**src/rtl/sweep_ray_painter.sv**
```systemverilog
// Sweep ray painter: walks one ray of range samples from a fixed origin using
// per-angle cos/sin increments and writes on-screen samples into the frame RAM.
//
// state   | meaning
// IDLE    | waiting for start
// FETCH   | wait for FIFO data (or erase), clip test, capture addr/data
// ISSUE   | ram_we held until ram_ready
// ADVANCE | pop sample, step accumulators, bump index
// DONE    | one-cycle done pulse
module sweep_ray_painter #(
  parameter int H_RES   = 640,
  parameter int V_RES   = 480,
  parameter int DATA_W  = 3,
  parameter int RANGE_W = 10,
  parameter int TRIG_W  = 12,
  parameter int FRAC    = 10,
  parameter int ORG_X   = H_RES / 2,
  parameter int ORG_Y   = V_RES - 1,
  parameter int ADDR_W  = 19
) (
  input  logic                      clk,
  input  logic                      rst_n,
  input  logic                      start,
  input  logic signed [TRIG_W-1:0]  cos_in,
  input  logic signed [TRIG_W-1:0]  sin_in,
  input  logic [RANGE_W-1:0]        n_samples,
  input  logic                      erase,
  input  logic                      abort,
  output logic                      busy,
  output logic                      done,
  input  logic [DATA_W-1:0]         fifo_q,
  input  logic                      fifo_empty,
  output logic                      fifo_rd,
  output logic [ADDR_W-1:0]         ram_addr,
  output logic [DATA_W-1:0]         ram_data,
  output logic                      ram_we,
  input  logic                      ram_ready
);

  localparam int ACC_W = RANGE_W + TRIG_W + 2;
  localparam int PX_W  = ACC_W - FRAC;

  localparam logic signed [ACC_W-1:0] X_ORG = ACC_W'(ORG_X) << FRAC;
  localparam logic signed [ACC_W-1:0] Y_ORG = ACC_W'(ORG_Y) << FRAC;
  localparam logic signed [ACC_W-1:0] HALF  = ACC_W'(1) << (FRAC - 1);
  localparam logic signed [PX_W-1:0]  H_LIM = PX_W'(H_RES);
  localparam logic signed [PX_W-1:0]  V_LIM = PX_W'(V_RES);

  typedef enum logic [2:0] {
    S_IDLE,
    S_FETCH,
    S_ISSUE,
    S_ADVANCE,
    S_DONE
  } state_t;

  state_t state, state_nxt;

  logic signed [ACC_W-1:0]  x_acc, y_acc;
  logic signed [TRIG_W-1:0] cos_q, sin_q;
  logic [RANGE_W-1:0]       n_q, r_idx;
  logic                     erase_q;

  logic signed [ACC_W-1:0]  x_rnd, y_rnd;
  logic signed [PX_W-1:0]   px, py;
  logic                     on_screen;
  logic [ADDR_W-1:0]        addr_calc;
  logic signed [ACC_W-1:0]  cos_ext, sin_ext;

  logic load, capture, step;

  // Round half up, then arithmetic shift down to integer pixels.
  always_comb begin
    x_rnd     = x_acc + HALF;
    y_rnd     = y_acc + HALF;
    px        = x_rnd[ACC_W-1:FRAC];
    py        = y_rnd[ACC_W-1:FRAC];
    on_screen = !px[PX_W-1] && (px < H_LIM) && !py[PX_W-1] && (py < V_LIM);
    addr_calc = ADDR_W'($unsigned(py)) * ADDR_W'(H_RES) + ADDR_W'($unsigned(px));
    cos_ext   = {{(ACC_W-TRIG_W){cos_q[TRIG_W-1]}}, cos_q};
    sin_ext   = {{(ACC_W-TRIG_W){sin_q[TRIG_W-1]}}, sin_q};
  end

  always_ff @(posedge clk or negedge rst_n) begin
    if (!rst_n) state <= S_IDLE;
    else        state <= state_nxt;
  end

  always_comb begin
    state_nxt = state;
    load      = 1'b0;
    capture   = 1'b0;
    step      = 1'b0;
    busy      = (state != S_IDLE);
    done      = (state == S_DONE);
    ram_we    = (state == S_ISSUE) && !abort;
    fifo_rd   = (state == S_ADVANCE) && !erase_q && !abort;
    case (state)
      S_IDLE: begin
        if (start) begin
          load      = 1'b1;
          state_nxt = (n_samples == '0) ? S_DONE : S_FETCH;
        end
      end
      S_FETCH: begin
        if (erase_q || !fifo_empty) begin
          if (on_screen) begin
            capture   = 1'b1;
            state_nxt = S_ISSUE;
          end else begin
            state_nxt = S_ADVANCE;
          end
        end
      end
      S_ISSUE: begin
        if (ram_ready) state_nxt = S_ADVANCE;
      end
      S_ADVANCE: begin
        step      = 1'b1;
        state_nxt = (r_idx == n_q - RANGE_W'(1)) ? S_DONE : S_FETCH;
      end
      S_DONE: state_nxt = S_IDLE;
      default: state_nxt = S_IDLE;
    endcase
    // abort wins over everything, including a same-cycle ram_ready
    if (abort) begin
      state_nxt = S_IDLE;
      load      = 1'b0;
      capture   = 1'b0;
      step      = 1'b0;
    end
  end

  always_ff @(posedge clk or negedge rst_n) begin
    if (!rst_n) begin
      x_acc    <= '0;
      y_acc    <= '0;
      cos_q    <= '0;
      sin_q    <= '0;
      n_q      <= '0;
      r_idx    <= '0;
      erase_q  <= 1'b0;
      ram_addr <= '0;
      ram_data <= '0;
    end else begin
      if (load) begin
        cos_q   <= cos_in;
        sin_q   <= sin_in;
        n_q     <= n_samples;
        erase_q <= erase;
        r_idx   <= '0;
        x_acc   <= X_ORG;
        y_acc   <= Y_ORG;
      end
      if (capture) begin
        ram_addr <= addr_calc;
        ram_data <= erase_q ? '0 : fifo_q;
      end
      // screen y grows downward, so positive sin moves the ray up
      if (step) begin
        x_acc <= x_acc + cos_ext;
        y_acc <= y_acc - sin_ext;
        r_idx <= r_idx + RANGE_W'(1);
      end
    end
  end

endmodule
```
**config.mk**
```make
export PLATFORM = sky130hd
export DESIGN_NAME = sweep_ray_painter
export DESIGN_NICKNAME = d
export VERILOG_FILES = /design/src/rtl/sweep_ray_painter.sv
export SDC_FILE = /design/constraint.sdc
export NUM_CORES = 1
export LEC_CHECK = 0
export ABC_AREA = 1
export CORE_MARGIN = 5
export CORE_UTILIZATION = 28
export CTS_CLUSTER_SIZE = 25
export DETAILED_ROUTE_END_ITERATION = 10
export GPL_TIMING_DRIVEN = 0
export PLACE_DENSITY = 0.58
export SLEW_MARGIN = 10
export SYNTH_ARGS = -nofsm -noshare
export SYNTH_HDL_FRONTEND = slang
export SYNTH_SLANG_ARGS = --single-unit
```
**constraint.sdc**
```tcl
create_clock -name clk -period 3.1 [get_ports clk]
set_input_delay 0.93 -clock clk [delete_from_list [all_inputs] [get_ports clk]]
set_output_delay 0.93 -clock clk [all_outputs]
set_load 0.02 [all_outputs]
```
==> results of run 1 <==
worst min-delay path by stage:
stage,slack (ns),endpoint,depth (start not counted),start
after floorplan,0.45,cos_q[0]$_DFFE_PN0P_,2,cos_q[0]$_DFFE_PN0P_
after global placement,0.47,cos_q[0]$_DFFE_PN0P_,2,cos_q[0]$_DFFE_PN0P_
after detailed placement,0.47,cos_q[8]$_DFFE_PN0P_,2,cos_q[8]$_DFFE_PN0P_
after CTS,0.44,erase_q$_DFFE_PN0P_,1,rst_n
after global routing,0.45,n_q[8]$_DFFE_PN0P_,1,rst_n
final,0.43,state[1]$_DFFE_PN0P_,1,rst_n
cell usage after synthesis (5+ instances only):
cell	count	area, um2
xor2_1	32	280
clkbuf_1	18	67.6
nand2_1	403	1510
inv_1	162	608
o21ai_0	99	495
nand4_1	17	106
nand3_1	90	450
nor2_1	103	387
a21oi_1	75	375
o21ai_1	11	55.1
o22ai_1	12	75.1
nor3_1	18	90.1
o21bai_1	9	67.6
dfrtp_1	118	2950
nor2_2	5	31.3
inv_2	7	26.3
or2_2	5	31.3
a21o_1	11	82.6
xnor2_1	20	175
ha_1	70	876
critical path, stage by stage (launching register included):
cell	delay [ns]
dfrtp_2	0.44
ha_4	0.21
nand3_4	0.13
xnor2_4	0.26
inv_2	0.06
nor2_2	0.12
nor2_2	0.06
ha_4	0.27
nand2_2	0.09
nand3_2	0.12
xnor2_2	0.19
inv_2	0.06
ha_4	0.26
buf_4	0.13
a21oi_2	0.13
nand2_2	0.08
inv_2	0.06
nand2_2	0.06
nand2_1	0.06
nand3_1	0.08
nand2_1	0.08
inv_1	0.04
repair_timing:
item,CTS,global route
pin swaps,7,50
gates cloned,0,0
buffers inserted,11,23
gates resized for setup,24,77
setup endpoints to repair,8,7
cell type report:
type / instances / area share
Buffer: 20 / 0.00731
Clock buffer: 19 / 0.0389
Clock inverter: 13 / 0.0126
Inverter: 169 / 0.0547
Multi-Input combinational cell: 1019 / 0.501
Sequential cell: 118 / 0.254
Tap cell: 442 / 0.0475
Timing Repair Buffer: 103 / 0.0832
registers in the layout (all words and copies together) (netlist names):
name	flops
cos_q	12
erase_q	1
n_q	10
r_idx	10
ram_addr	19
ram_data	3
sin_q	12
state	3
x_acc	24
y_acc	24
cells by family after synthesis:
group,Yosys count,share of synthesized area
buf+inv,190,0.0793
simple gates,659,0.303
fa+ha+maj,73,0.103
flops,118,0.324
compound gates,235,0.141
xor+xnor,52,0.0499
layer usage:
metal | vias to the layer above | part of all wire | wire [um] | global-route usage
met5 | - | 0 | 0 | 0
met4 | 0 | 0.024 | 632 | 0.0475
met3 | 39 | 0.030 | 799 | 0.0233
met2 | 121 | 0.47 | 12500 | 0.241
met1 | 4097 | 0.48 | 12600 | 0.192
li1 | 4586 | - | - | -
placed cells by master (no fill, tap or decap), drive strengths merged, types with 4 or more instances in the layout:
master	instances
clkbuf	36
nor4	4
a21o	11
buf	38
dfrtp	118
a211oi	4
a22o	4
xor2	32
clkdlybuf4s50	66
ha	70
or2	5
a21oi	75
xnor2	20
o21ai	111
nor2	112
o22ai	12
nand3	92
nand2	405
nand4	17
inv	173
clkinvlp	5
o21bai	9
nor3	20
through the flow:
| stage | util | TNS [ns] | cells |
|---|---|---|---|
| 2_1_floorplan | - | 0 | 1327 |
| 3_5_place_dp | 0.321 | -8.14 | 1839 |
| 5_1_grt | 0.360 | -0.856 | 1903 |
| 6_report | 0.360 | 0 | 1903 |
| 3_3_place_gp | 0.320 | -468.32 | 1838 |
| 4_1_cts | 0.345 | 0 | 1881 |
==> impl_metrics.ini, run 1 <==
[worst_setup_path]
path_max_fanout = 5
end_kind = register
critPathLaunch = y_acc[9]$_DFFE_PN0P_
worstRegToRegCells = 21
rr_startpoint = y_acc[9]$_DFFE_PN0P_
crit_type = register to register
cp-start-kind = register
r2r_slack_ns = 0.004
required_ns = 3.42
crit_path_end = ram_addr[14]$_DFFE_PN0P_
arrival_ns = 3.42
r2r-end = ram_addr[14]$_DFFE_PN0P_

[synth]
synth_ff_type = dfrtp_1
synth_warnings = 0
syn_inst = 1327
synth_cell_types = 39
ys_seq_area_frac = 0.324
syn-num-nets = 1444
netlist_area_um2 = 9130
syn_area_per_cell_um2 = 6.88
async_flop_share = 1.00
synth-edff-count = 0
ys_ff_latch = 118

[clock_tree]
postCtsHoldBufs = 0
cts_sinks = 118
clockRootBuffer = clkbuf_16
clk_pin_slew_worst_paths_ns = 0.06
clockBufferDepth = 2
worstSkewPairLatency_ns = 0.43
h-tree-depth = 4
numCtsBuffers = 17
cts_tree = done

[global_routing]
grt_max_degree = 81
grt_antenna_before_repair = 0
overflow = 0
grt_pass1_vias = 8555
grt_usage = 0.145
grt_pass1_wl_mm = 42.8

[sta]
worst_clock_skew_ns = 0.0153
period_needed_ns = 3.10
hold_ws_ns = 0.431
tightest_slew_ns = 0.746
rsz0062_at_grt = true
drv_slew = 0
finalSetupViolations = 0
min_period_over_period = 0.999
hold_viol = 0
fin_ws_ns = 0.00394
max_freq_mhz = 323
slew_headroom = 0.503

[hold_path]
holdCritPathClass = input pin to async pin

[route]
drc_errors = 0
antenna_left = 0
routedWlPerCell_um = 13.9
vias_per_cell = 4.65
num_vias = 8843
wl_mm = 26.5
initialDrtViolationCount = 463
first_pass_iters = 5

[layout]
nets = 1565
nFillCells = 3443
areaGrowthSynthToFinish_pct = 27.5
drive_gt1_frac = 0.122
seq_area_um2 = 2960
multiInputGateArea_um2 = 5830
final_cell_area_um2 = 11600
n_antenna_cell = 0

[floorplan]
start_util = 0.282
core-area_um2 = 32400
rows = 66
die_h_um = 191
io_pins = 70
fp.dieW_um = 191
dieArea_um2 = 36300

[job]
drv_cap = 0

[placed_design]
dp_hpwl_mm = 20.0
dpl_cell_area_um2 = 10400
portBuffers = 69
place.gp.congestion = 0.857
place_ws_ns = -0.968

[run_status]
outcome = completed
Power of run 1 is not shown: default switching activity piles up to over one toggle a cycle in this logic, so the estimate is an artifact.
==> run 2: changes to the inputs <==
- GPL_TIMING_DRIVEN: 0 -> default
- clock period: 3.1 -> 2.8 ns (I/O delays scaled with it)
==> run 2 against run 1 <==
Effect of this change:
- the run now ends with setup timing left
- clock skew grew 0.0015 ns
- first-iteration DRC count shrank 19%
- critical path depth shrank 4
- hold slack lost 0.029 ns
- wire length shrank 7.4%
- maximum frequency grew 6.0%
- clock-buffer cell count is the same
- utilization grew 1.2 points
- flip-flop and latch count is the same
- critical path type unchanged
- critical endpoint is now ram_addr[15]$_DFFE_PN0P_
- largest cell class unchanged
- highest routed layer unchanged
==> impl_metrics.ini, run 2 (synthesized netlist as in run 1, its figures left out) <==
[run_status]
outcome = complete, but fails checks
violations = setup timing

[sta]
hold_viol = 0
tightest_slew_ns = 0.621
finalSetupViolations = 6
rsz0062_at_grt = true
min_period_over_period = 1.04
period_needed_ns = 2.92
max_freq_mhz = 342
slew_headroom = 0.582
fin_ws_ns = -0.120
drv_slew = 0
worst_clock_skew_ns = 0.0168

[clock_tree]
clk_pin_slew_worst_paths_ns = 0.06
cts_tree = done
cts_sinks = 118
postCtsHoldBufs = 0
worstSkewPairLatency_ns = 0.42
h-tree-depth = 4
numCtsBuffers = 17
clockBufferDepth = 2
clockRootBuffer = clkbuf_16

[placed_design]
dpl_cell_area_um2 = 11000
place.gp.congestion = 0.867
dp_hpwl_mm = 19.2
place_inst = 1895
portBuffers = 69

[route]
routedWlPerCell_um = 12.7
initialDrtViolationCount = 376
antenna_left = 0
wl_mm = 24.5
num_vias = 8690
vias_per_cell = 4.49
first_pass_iters = 4
drc_errors = 0

[worst_setup_path]
arrival_ns = 3.22
r2r-end = ram_addr[15]$_DFFE_PN0P_
path_max_fanout = 4
crit_path_end = ram_addr[15]$_DFFE_PN0P_
end_kind = register
critPathLaunch = y_acc[10]$_DFFE_PN0P_
worstRegToRegCells = 17
rr_startpoint = y_acc[10]$_DFFE_PN0P_
r2r_slack_ns = -0.12
cp-start-kind = register
crit_type = register to register
required_ns = 3.10

[layout]
layout_common_cells = 385 x nand2_1, 144 x inv_1, 114 x dfrtp_1
reg.largest.list = x_acc: 24 flops, y_acc: 24 flops, ram_addr: 19 flops
nets = 1599
fin_cells = 1937
layout_commonest_cell = nand2_1
areaGrowthSynthToFinish_pct = 31.9
drive_gt1_frac = 0.162
n_antenna_cell = 0
final_cell_area_um2 = 12000

[job]
drv_cap = 0

[global_routing]
grt_pass1_vias = 8680
grtUsageMet3 = 0.0189
busiest_layer = met2
use_met1 = 0.189
grt_pass1_wl_mm = 41.6
grt_max_degree = 43
grt_usage = 0.137
gr-usage-met2 = 0.224
grt_antenna_before_repair = 0
overflow = 0

[hold_path]
holdCritPathClass = input pin to async pin

[floorplan]
core-area_um2 = 32400
fp.dieW_um = 191
io_pins = 70
rows = 66
start_util = 0.282
die_h_um = 191
dieArea_um2 = 36300
run 2: area by class of cell:
class	instances	area (um2)
sequential	118	2960
tap	442	553
fill	3440	20300
inverter	169	637
timing repair buffer	157	1390
clock inverter	13	110
multi-input combinational	1019	5950
clock buffer	19	433
run 2: timing repair:
action	in CTS	in global routing
setup endpoints to repair	10	9
resized for setup	33	75
setup buffers	5	7
gates cloned	0	0
pin swaps	16	40
endpoints found under the hold margin	0	0
run 2: critical path: stages (launching register included):
cell and delay, ns:
dfrtp_2 0.42, ha_4 0.18, nand3_4 0.12, xnor2_4 0.17, ha_4 0.28, ha_4 0.13, inv_2 0.04, fa_2 0.39
xnor2_2 0.18, ha_4 0.32, buf_4 0.12, inv_1 0.04, nor2_1 0.13, nand3_2 0.09, nand2_1 0.07, nand2_1 0.04
nand3_1 0.05, nand2_1 0.05
run 2: metal layers:
| metal | up-vias | share of wire |
|---|---|---|
| li1 | 4648 | - |
| met1 | 3909 | 0.50 |
| met2 | 107 | 0.46 |
| met3 | 26 | 0.025 |
| met4 | 0 | 0.019 |
| met5 | - | 0 |
run 2: per-stage QoR:
step | setup slack [ns] | hold WS, ns | setup TNS (ns) | utilization
floorplan | -0.0538 | 0.446 | -0.161 | -
global placement | -0.249 | 0.464 | -1.19 | 0.339
detailed placement | -0.235 | 0.464 | -1.70 | 0.339
CTS | -0.181 | 0.415 | -0.901 | 0.362
global route | -0.383 | 0.439 | -1.76 | 0.372
finish | -0.120 | 0.401 | -0.599 | 0.372
run 2: worst min-delay path by stage:
stage	end
2_1_floorplan	cos_q[0]$_DFFE_PN0P_
3_3_place_gp	sin_q[0]$_DFFE_PN0P_
3_5_place_dp	ram_addr[11]$_DFFE_PN0P_
4_1_cts	ram_addr[18]$_DFFE_PN0P_
5_1_grt	ram_addr[17]$_DFFE_PN0P_
6_report	ram_addr[18]$_DFFE_PN0P_
Power of run 2 is left out for the same reason.
==> run 3: changes to the inputs <==
- CORE_UTILIZATION: 28 -> 45
- PLACE_DENSITY: 0.58 -> 0.79
==> run 3 against run 2 <==
Effect of this change:
- the run still ends with setup timing left
- flip-flop and latch count did not move
- final cell count shrank 9.2%
- maximum frequency down 2.3%
- via count is 4.0% higher
- setup slack got worse by 0.069 ns
- first-iteration DRC count rose by 40%
- die area shrank 36%
- wire length decreased by 1.7%
- critical path depth grew 4
- clock-buffer cell count is 1 higher
- utilization is 22 points higher
- register-to-register slack worse by 0.07 ns
- largest cell class unchanged
- highest routed layer unchanged
==> impl_metrics.ini, run 3 (synthesized netlist as in run 1, its figures left out) <==
[global_routing]
grt_usage = 0.199
grt_pass1_vias = 8715
overflow = 0
gr-usage-met2 = 0.331
grtUsageMet3 = 0.0358
grt_max_degree = 50
use_met1 = 0.262
grt_pass1_wl_mm = 39.4
grt_antenna_before_repair = 0
busiest_layer = met2

[route]
num_vias = 9036
antenna_left = 0
wl_mm = 24.1
vias_per_cell = 5.14
initialDrtViolationCount = 527
first_pass_iters = 5
routedWlPerCell_um = 13.7
drc_errors = 0

[clock_tree]
clockRootBuffer = clkbuf_16
postCtsHoldBufs = 0
h-tree-depth = 4
cts_sinks = 118
clockBufferDepth = 2
numCtsBuffers = 17
clk_pin_slew_worst_paths_ns = 0.06
worstSkewPairLatency_ns = 0.43
cts_tree = done

[floorplan]
dieArea_um2 = 23200
fp.dieW_um = 152
rows = 52
start_util = 0.454
die_h_um = 152
core-area_um2 = 20100
io_pins = 70

[worst_setup_path]
end_kind = register
cp-start-kind = register
cp_common_cell = nand2_1
required_ns = 3.12
r2r_slack_ns = -0.19
arrival_ns = 3.31
cpPeakStageDelay_ns = 0.39
worstRegToRegCells = 21
path_max_fanout = 4
crit_type = register to register
critPathSlowestCell = dfrtp_1
rr_startpoint = y_acc[13]$_DFFE_PN0P_
r2r-end = ram_addr[18]$_DFFE_PN0P_
path_cells = buf_4 > nand2_2 > nor2_2 > nand3_2 > buf_4 > nor2_2 > nand2_1 > nand2_2 > buf_4 > ha_1 > ha_4 > a21oi_1 > o21ai_0 > a31oi_1 > nand3_1 > nand2_1 > inv_1 > nand2_1 > nand2_1 > nand2_1 > nand2_1

[sta]
slew_headroom = 0.618
max_freq_mhz = 335
finalSetupViolations = 7
rsz0062_at_grt = true
period_needed_ns = 2.99
fin_ws_ns = -0.189
worst_clock_skew_ns = 0.00876
tightest_slew_ns = 0.567
hold_viol = 0
drv_slew = 0
min_period_over_period = 1.07
hold_ws_ns = 0.334

[layout]
layout_common_cells = 385 x nand2_1, 145 x inv_1, 115 x dfrtp_1
drive_gt1_frac = 0.160
nFillCells = 1782
n_antenna_cell = 0
reg.largest.list = x_acc: 24 flops, y_acc: 24 flops, ram_addr: 19 flops
final_util = 0.588
layout_commonest_cell = nand2_1
nets = 1593
areaGrowthSynthToFinish_pct = 29.6

[run_status]
outcome = complete, but fails checks
violations = setup timing

[job]
drv_cap = 0

[hold_path]
holdCritPathClass = input pin to async pin

[placed_design]
portBuffers = 69
place.gp.congestion = 0.918
dp_hpwl_mm = 17.3
-- run 3: changes by cell type in the layout (fill, tap and decap cells not counted), moves of 2 or more --
| cell | delta |
|---|---|
| nand3_4 | -2 |
| nand3_2 | +2 |
| buf_4 | -8 |
| ha_1 | -3 |
| ha_4 | +3 |
| nor2_2 | +2 |
| nand2_4 | -2 |
| nand2_2 | +2 |
-- run 3: how the worst max path moves through the flow --
stage | from | end | depth (start not counted)
floorplan | y_acc[10]$_DFFE_PN0P_ | ram_addr[14]$_DFFE_PN0P_ | 19
global placement | abort | fifo_rd | 5
detailed placement | abort | fifo_rd | 5
CTS | y_acc[9]$_DFFE_PN0P_ | ram_addr[16]$_DFFE_PN0P_ | 16
global route | y_acc[13]$_DFFE_PN0P_ | ram_addr[18]$_DFFE_PN0P_ | 21
finish | y_acc[13]$_DFFE_PN0P_ | ram_addr[18]$_DFFE_PN0P_ | 21
-- run 3: worst max-delay path, delay by kind of cell, from the launching register on --
family | cells | cell delay [ns]
compound gates | 3 | 0.46
flops | 1 | 0.39
fa+ha+maj | 2 | 0.52
simple gates | 12 | 1.05
buf+inv | 4 | 0.45
-- run 3: repair_timing --
action | in CTS | in global routing
setup endpoints to repair | 9 | 9
gates cloned | 0 | 0
setup buffers | 7 | 7
resized for setup | 34 | 74
pin swaps | 14 | 41
-- run 3: layer usage --
metal	vias up	share of wire	wire length [um]
met5	-	0	0
met2	196	0.48	11500
met3	45	0.037	902
li1	4644	-	-
met1	4151	0.46	11200
met4	0	0.024	568
-- run 3: area by class of cell --
type | instances | area, um2 | share of cell area
sequential | 118 | 2960 | 0.250
clock inverter | 12 | 105 | 0.00889
timing repair buffer | 151 | 1370 | 0.116
inverter | 169 | 634 | 0.0537
tap | 270 | 338 | 0.0286
multi-input combinational | 1019 | 5970 | 0.505
clock buffer | 20 | 447 | 0.0378
-- run 3: stage by stage --
stage | instances | setup TNS (ns) | setup WS, ns | instance area, um2
finish | 1759 | -0.810 | -0.189 | 11800
detailed placement | 1713 | -1.52 | -0.283 | 10700
global route | 1759 | -1.79 | -0.382 | 11800
CTS | 1752 | -0.580 | -0.125 | 11500
floorplan | 1327 | -0.161 | -0.0538 | 9180
global placement | 1713 | -1.14 | -0.299 | 10700
Power of run 3 is left out for the same reason.
==> RTL edit 1, RTL diff (config.mk and constraints of run 1) <==
`ADDR_W`: 19 -> 38.
--- a/src/rtl/sweep_ray_painter.sv
+++ b/src/rtl/sweep_ray_painter.sv
@@ -17,5 +17,5 @@
   parameter int ORG_X   = H_RES / 2,
   parameter int ORG_Y   = V_RES - 1,
-  parameter int ADDR_W  = 19
+  parameter int ADDR_W  = 38
 ) (
   input  logic                      clk,
Ports: changed (resized ram_addr); port bits go from 70 to 89. The function was not compared with the original's and may differ.
==> RTL edit 1 against run 1 <==
The flow now finishes with violations (setup timing); cell area is 5.8% higher; routed wire length grew 8.1%; critical path depth decreased by 3; setup slack worse by 350 ps; sequential cell count grew 6; via count is 8.0% higher; area after synthesis rose by 8.0%; maximum frequency fell by 10%; final cell count increased by 7.5%; count of clock-buffer cells in the layout shrank 2; clock skew is 0.89 ps lower.
==> RTL edit 1: results <==
logic_synthesis:
  netlist-cell-type-count: 44
  synth_area_leaders: "dfrtp_1, nand2_1, ha_1"
  syn_area_per_cell_um2: 6.81
  synth-seq-area-share_pct: 31.5
cells_and_area:
  multi_input_area_um2: 6140
  drive_gt1_share_pct: 10.4
  num-nets-final: 1698
  instances_no_fill: 2046
run_status:
  violations: "setup timing"
  status: "finished, violations left"
global_routing:
  grtUsageMet1_pct: 19.0
  grtUsageTotal_pct: 14.8
routing:
  wl_met1_mm: 13.2
  wl_met3_um: 908
  met2_length_mm: 13.7
  wl_mm: 28.6
timing:
  setup_viol: 11
  fin_ws_ps: -347
  setup_tns_ps: -2370
worst_setup_path:
  setup.worst_path.start: "y_acc[10]$_DFFE_PN0P_"
  cp-endpoint: "ram_addr[17]$_DFFE_PN0P_"
  arrival_ps: 3760
power_and_ir_drop:
  finalPower_mw: 16.2
placement:
  dp.final_hpwl_mm: 22.5
  gp_congestion: 0.891
  place_ws_ps: -1540
  place_area_um2: 11300
clock_network:
  cts-resized-gates: 34
==> RTL edit 1: cell count changes after synthesis, sizes merged, moves of 3 or more <==
cell	delta
buf	+21
clkinv	+4
nand4	+4
inv	+17
nor4	+4
nand3	-8
o21ai	+10
a21oi	+12
nand2	+33
o21bai	-3
nor2	+29
dfrtp	+6
xnor2	-9
clkbuf	-7
==> RTL edit 1: worst max-delay path, delay by kind of cell (launching register included) <==
| family | cells | cell delay, ps |
|---|---|---|
| AO/OA/AOI/OAI | 1 | 100 |
| XOR/XNOR | 3 | 640 |
| adder cells (fa/ha/maj) | 5 | 1360 |
| buffers and inverters | 2 | 170 |
| flip-flops | 1 | 440 |
| AND/OR/NAND/NOR | 7 | 600 |
==> RTL edit 1: cell type report <==
type	instances	share of cell area (%)
Timing Repair Buffer	101	7.88
Tap cell	455	4.62
Clock buffer	17	3.45
Sequential cell	124	25.2
Multi-Input combinational cell	1110	49.9
Inverter	190	5.83
Clock inverter	15	1.44
Buffer	34	1.67
==> RTL edit 2, RTL diff (config.mk and constraints of run 1) <==
Made on the original files. Reset style: synchronous (`rst_n`), changed in 2 clocked blocks.
--- a/src/rtl/sweep_ray_painter.sv
+++ b/src/rtl/sweep_ray_painter.sv
@@ -82,5 +82,5 @@
   end
 
-  always_ff @(posedge clk or negedge rst_n) begin
+  always_ff @(posedge clk) begin
     if (!rst_n) state <= S_IDLE;
     else        state <= state_nxt;
@@ -132,5 +132,5 @@
   end
 
-  always_ff @(posedge clk or negedge rst_n) begin
+  always_ff @(posedge clk) begin
     if (!rst_n) begin
       x_acc    <= '0;
Behaviour: differs if rst_n is asserted again (counterexample within 4 cycles, from zero or initial values and one cycle with rst_n low); with rst_n held inactive, the same outputs for 10 cycles.
==> RTL edit 2 against run 1 <==
The flow now finishes with violations (setup timing); clock skew down 6.4 ps; sequential cell count unchanged; core utilization down 0.76 points; setup slack worse by 320 ps; critical path depth up 1; cell area down 4.1%; area after synthesis down 1.2%; routed wire length up 0.28%; worst hold slack better by 39 ps; count of clock-buffer cells in the layout up 1.
Power is left out: it rests on default switching activity, and per cell area and clock period it moved more than threefold.
==> RTL edit 2: results <==
run_status:
  status: "finished, violations left"
  violations: "setup timing"
cells_and_area:
  drive_gt1_share_pct: 7.39
  multi_input_area_um2: 5920
  buffers_excl_clock: 120
  num-nets-final: 1675
  regArea_um2: 2380
  nonClkBufAreaFrac_pct: 8.98
  multi_input_gates: 1095
  top_regs: "x_acc: 24 flops, y_acc: 24 flops, ram_addr: 19 flops"
  clkbuf_count: 20
  n_all_inverters: 204
  final-clk-cell-share_pct: 5.26
  n_antenna_cell: 0
  nFillCells: 3485
logic_synthesis:
  synth_flop_cell: "dfxtp_1"
  synth_area_leaders: "dfxtp_1, nand2_1, ha_1"
  synth-async-reset-ratio_pct: 0
  synth_mux_area_share_pct: 0
  synthAdderAreaFrac_pct: 10.7
  synth_xor_area_share_pct: 2.33
  yosys_warnings: 0
  netlist-cell-type-count: 40
  synth-seq-area-share_pct: 26.2
  syn-num-nets: 1569
  synth_compound_area_share_pct: 18.0
  synth_common_cells: "nand2_1, inv_1, nor2_1, a21oi_1, dfxtp_1"
global_routing:
  antenna_found_initial: 0
  grtUsageTotal_pct: 14.6
  grt_max_degree: 18
  grt_pass1_wl_mm: 43.3
  grt_pass1_vias: 9037
routing:
  first_iter_violations: 634
  firstDrtPassIters: 7
  wl_mm: 26.6
  vias: 9409
worst_setup_path:
  cp_slowest_cell: "fa_2"
  arrival_ps: 3740
  critPathMaxFanout: 3
  cp-endpoint: "ram_addr[17]$_SDFFE_PN0P_"
  reg2reg_from: "y_acc[10]$_SDFFE_PN0P_"
  crit_path_max_incr_delay_ps: 570
  reg2regPathDepth: 22
clock_network:
  clock_tree.root_cell: "clkbuf_16"
  clockBufferDepth: 2
  htree_levels: 4
  clk_latency_ps: 430
flow_run:
  max_cap_viol_count: 0
placement:
  place_ws_ps: -1410
  gp_congestion: 0.904
  numPortBuffers: 69
  dp.final_hpwl_mm: 21.0
worst_hold_path:
  holdCritPathClass: "reg2reg"
timing:
  setup_viol: 5
  fin_ws_ps: -317
  hold_viol_final: 0
  finalClockSkew_ps: 8.99
  worst_pin_slew_ps: 766
  drv_slew: 0
-- RTL edit 2: changes by cell type after synthesis, moves of 9 or more --
cell / before / now
dfrtp_1: 118 / 0
dfxtp_1: 0 / 118
nor2_1: 103 / 177
a21oi_1: 75 / 148
nand2_1: 403 / 347
inv_1: 162 / 202
xnor2_1: 20 / 5
o21ai_0: 99 / 86
xor2_1: 32 / 19
nand4_1: 17 / 28
o22ai_1: 12 / 2
clkbuf_1: 18 / 27
o21ai_1: 11 / 20
-- RTL edit 2: critical path, delay by kind of cell (launching register included) --
kind                       cells  cell delay [ps]
and+or+nand+nor               13             1140
adders and majority gates      3             1180
buffers and inverters          4              290
DFF                            1              390
xor gates and xnor gates       1              120
AOI/OAI and AO/OA              1              160
-- RTL edit 2: logic make-up after synthesis --
family	after synthesis
DFF	118
buffers and inverters	237
adders and majority gates	75
AOI/OAI and AO/OA	301
and+or+nand+nor	695
xor gates and xnor gates	24
-- RTL edit 2: how the worst min path moves through the flow --
stage / startpoint / endpoint / slack (ps) / cells past startpoint
floorplan: sin_q[2]$_SDFFE_PN0P_ / sin_q[2]$_SDFFE_PN0P_ / 430 / 2
global placement: x_acc[0]$_SDFFE_PN0P_ / x_acc[0]$_SDFFE_PN0P_ / 460 / 2
detailed placement: y_acc[3]$_SDFFE_PN0P_ / y_acc[3]$_SDFFE_PN0P_ / 460 / 2
CTS: x_acc[8]$_SDFFE_PN0P_ / x_acc[8]$_SDFFE_PN0P_ / 470 / 2
global route: x_acc[8]$_SDFFE_PN0P_ / x_acc[8]$_SDFFE_PN0P_ / 480 / 2
finish: x_acc[6]$_SDFFE_PN0P_ / x_acc[6]$_SDFFE_PN0P_ / 470 / 2
-- RTL edit 2: timing repair --
| action | 4_1_cts | 5_1_grt |
|---|---|---|
| setup buffers | 11 | 8 |
| gates resized for setup | 24 | 23 |
| setup endpoints to repair | 9 | 65 |
| endpoints found under the hold margin | 0 | 0 |
| pin swaps | 16 | 30 |
-- RTL edit 2: stage by stage --
stage | utilization, % | hold slack [ps] | area, µm² | instances | TNS, ps
floorplan | - | 433 | 9060 | 1450 | -97.0
global placement | 32.3 | 456 | 10300 | 1921 | -33450
detailed placement | 32.4 | 464 | 10300 | 1921 | -29490
CTS | 34.6 | 473 | 11000 | 1963 | -1120
global route | 35.2 | 478 | 11200 | 1971 | -2400
finish | 35.2 | 470 | 11200 | 1971 | -1090
-- RTL edit 2: metal layers --
| layer | vias up | wire length (µm) | global-route usage (%) |
|---|---|---|---|
| li1 | 5005 | - | - |
| met1 | 4211 | 12700 | 19.0 |
| met2 | 160 | 12400 | 24.9 |
| met3 | 33 | 839 | 2.25 |
| met4 | 0 | 579 | 4.67 |
| met5 | - | 0 | 0 |
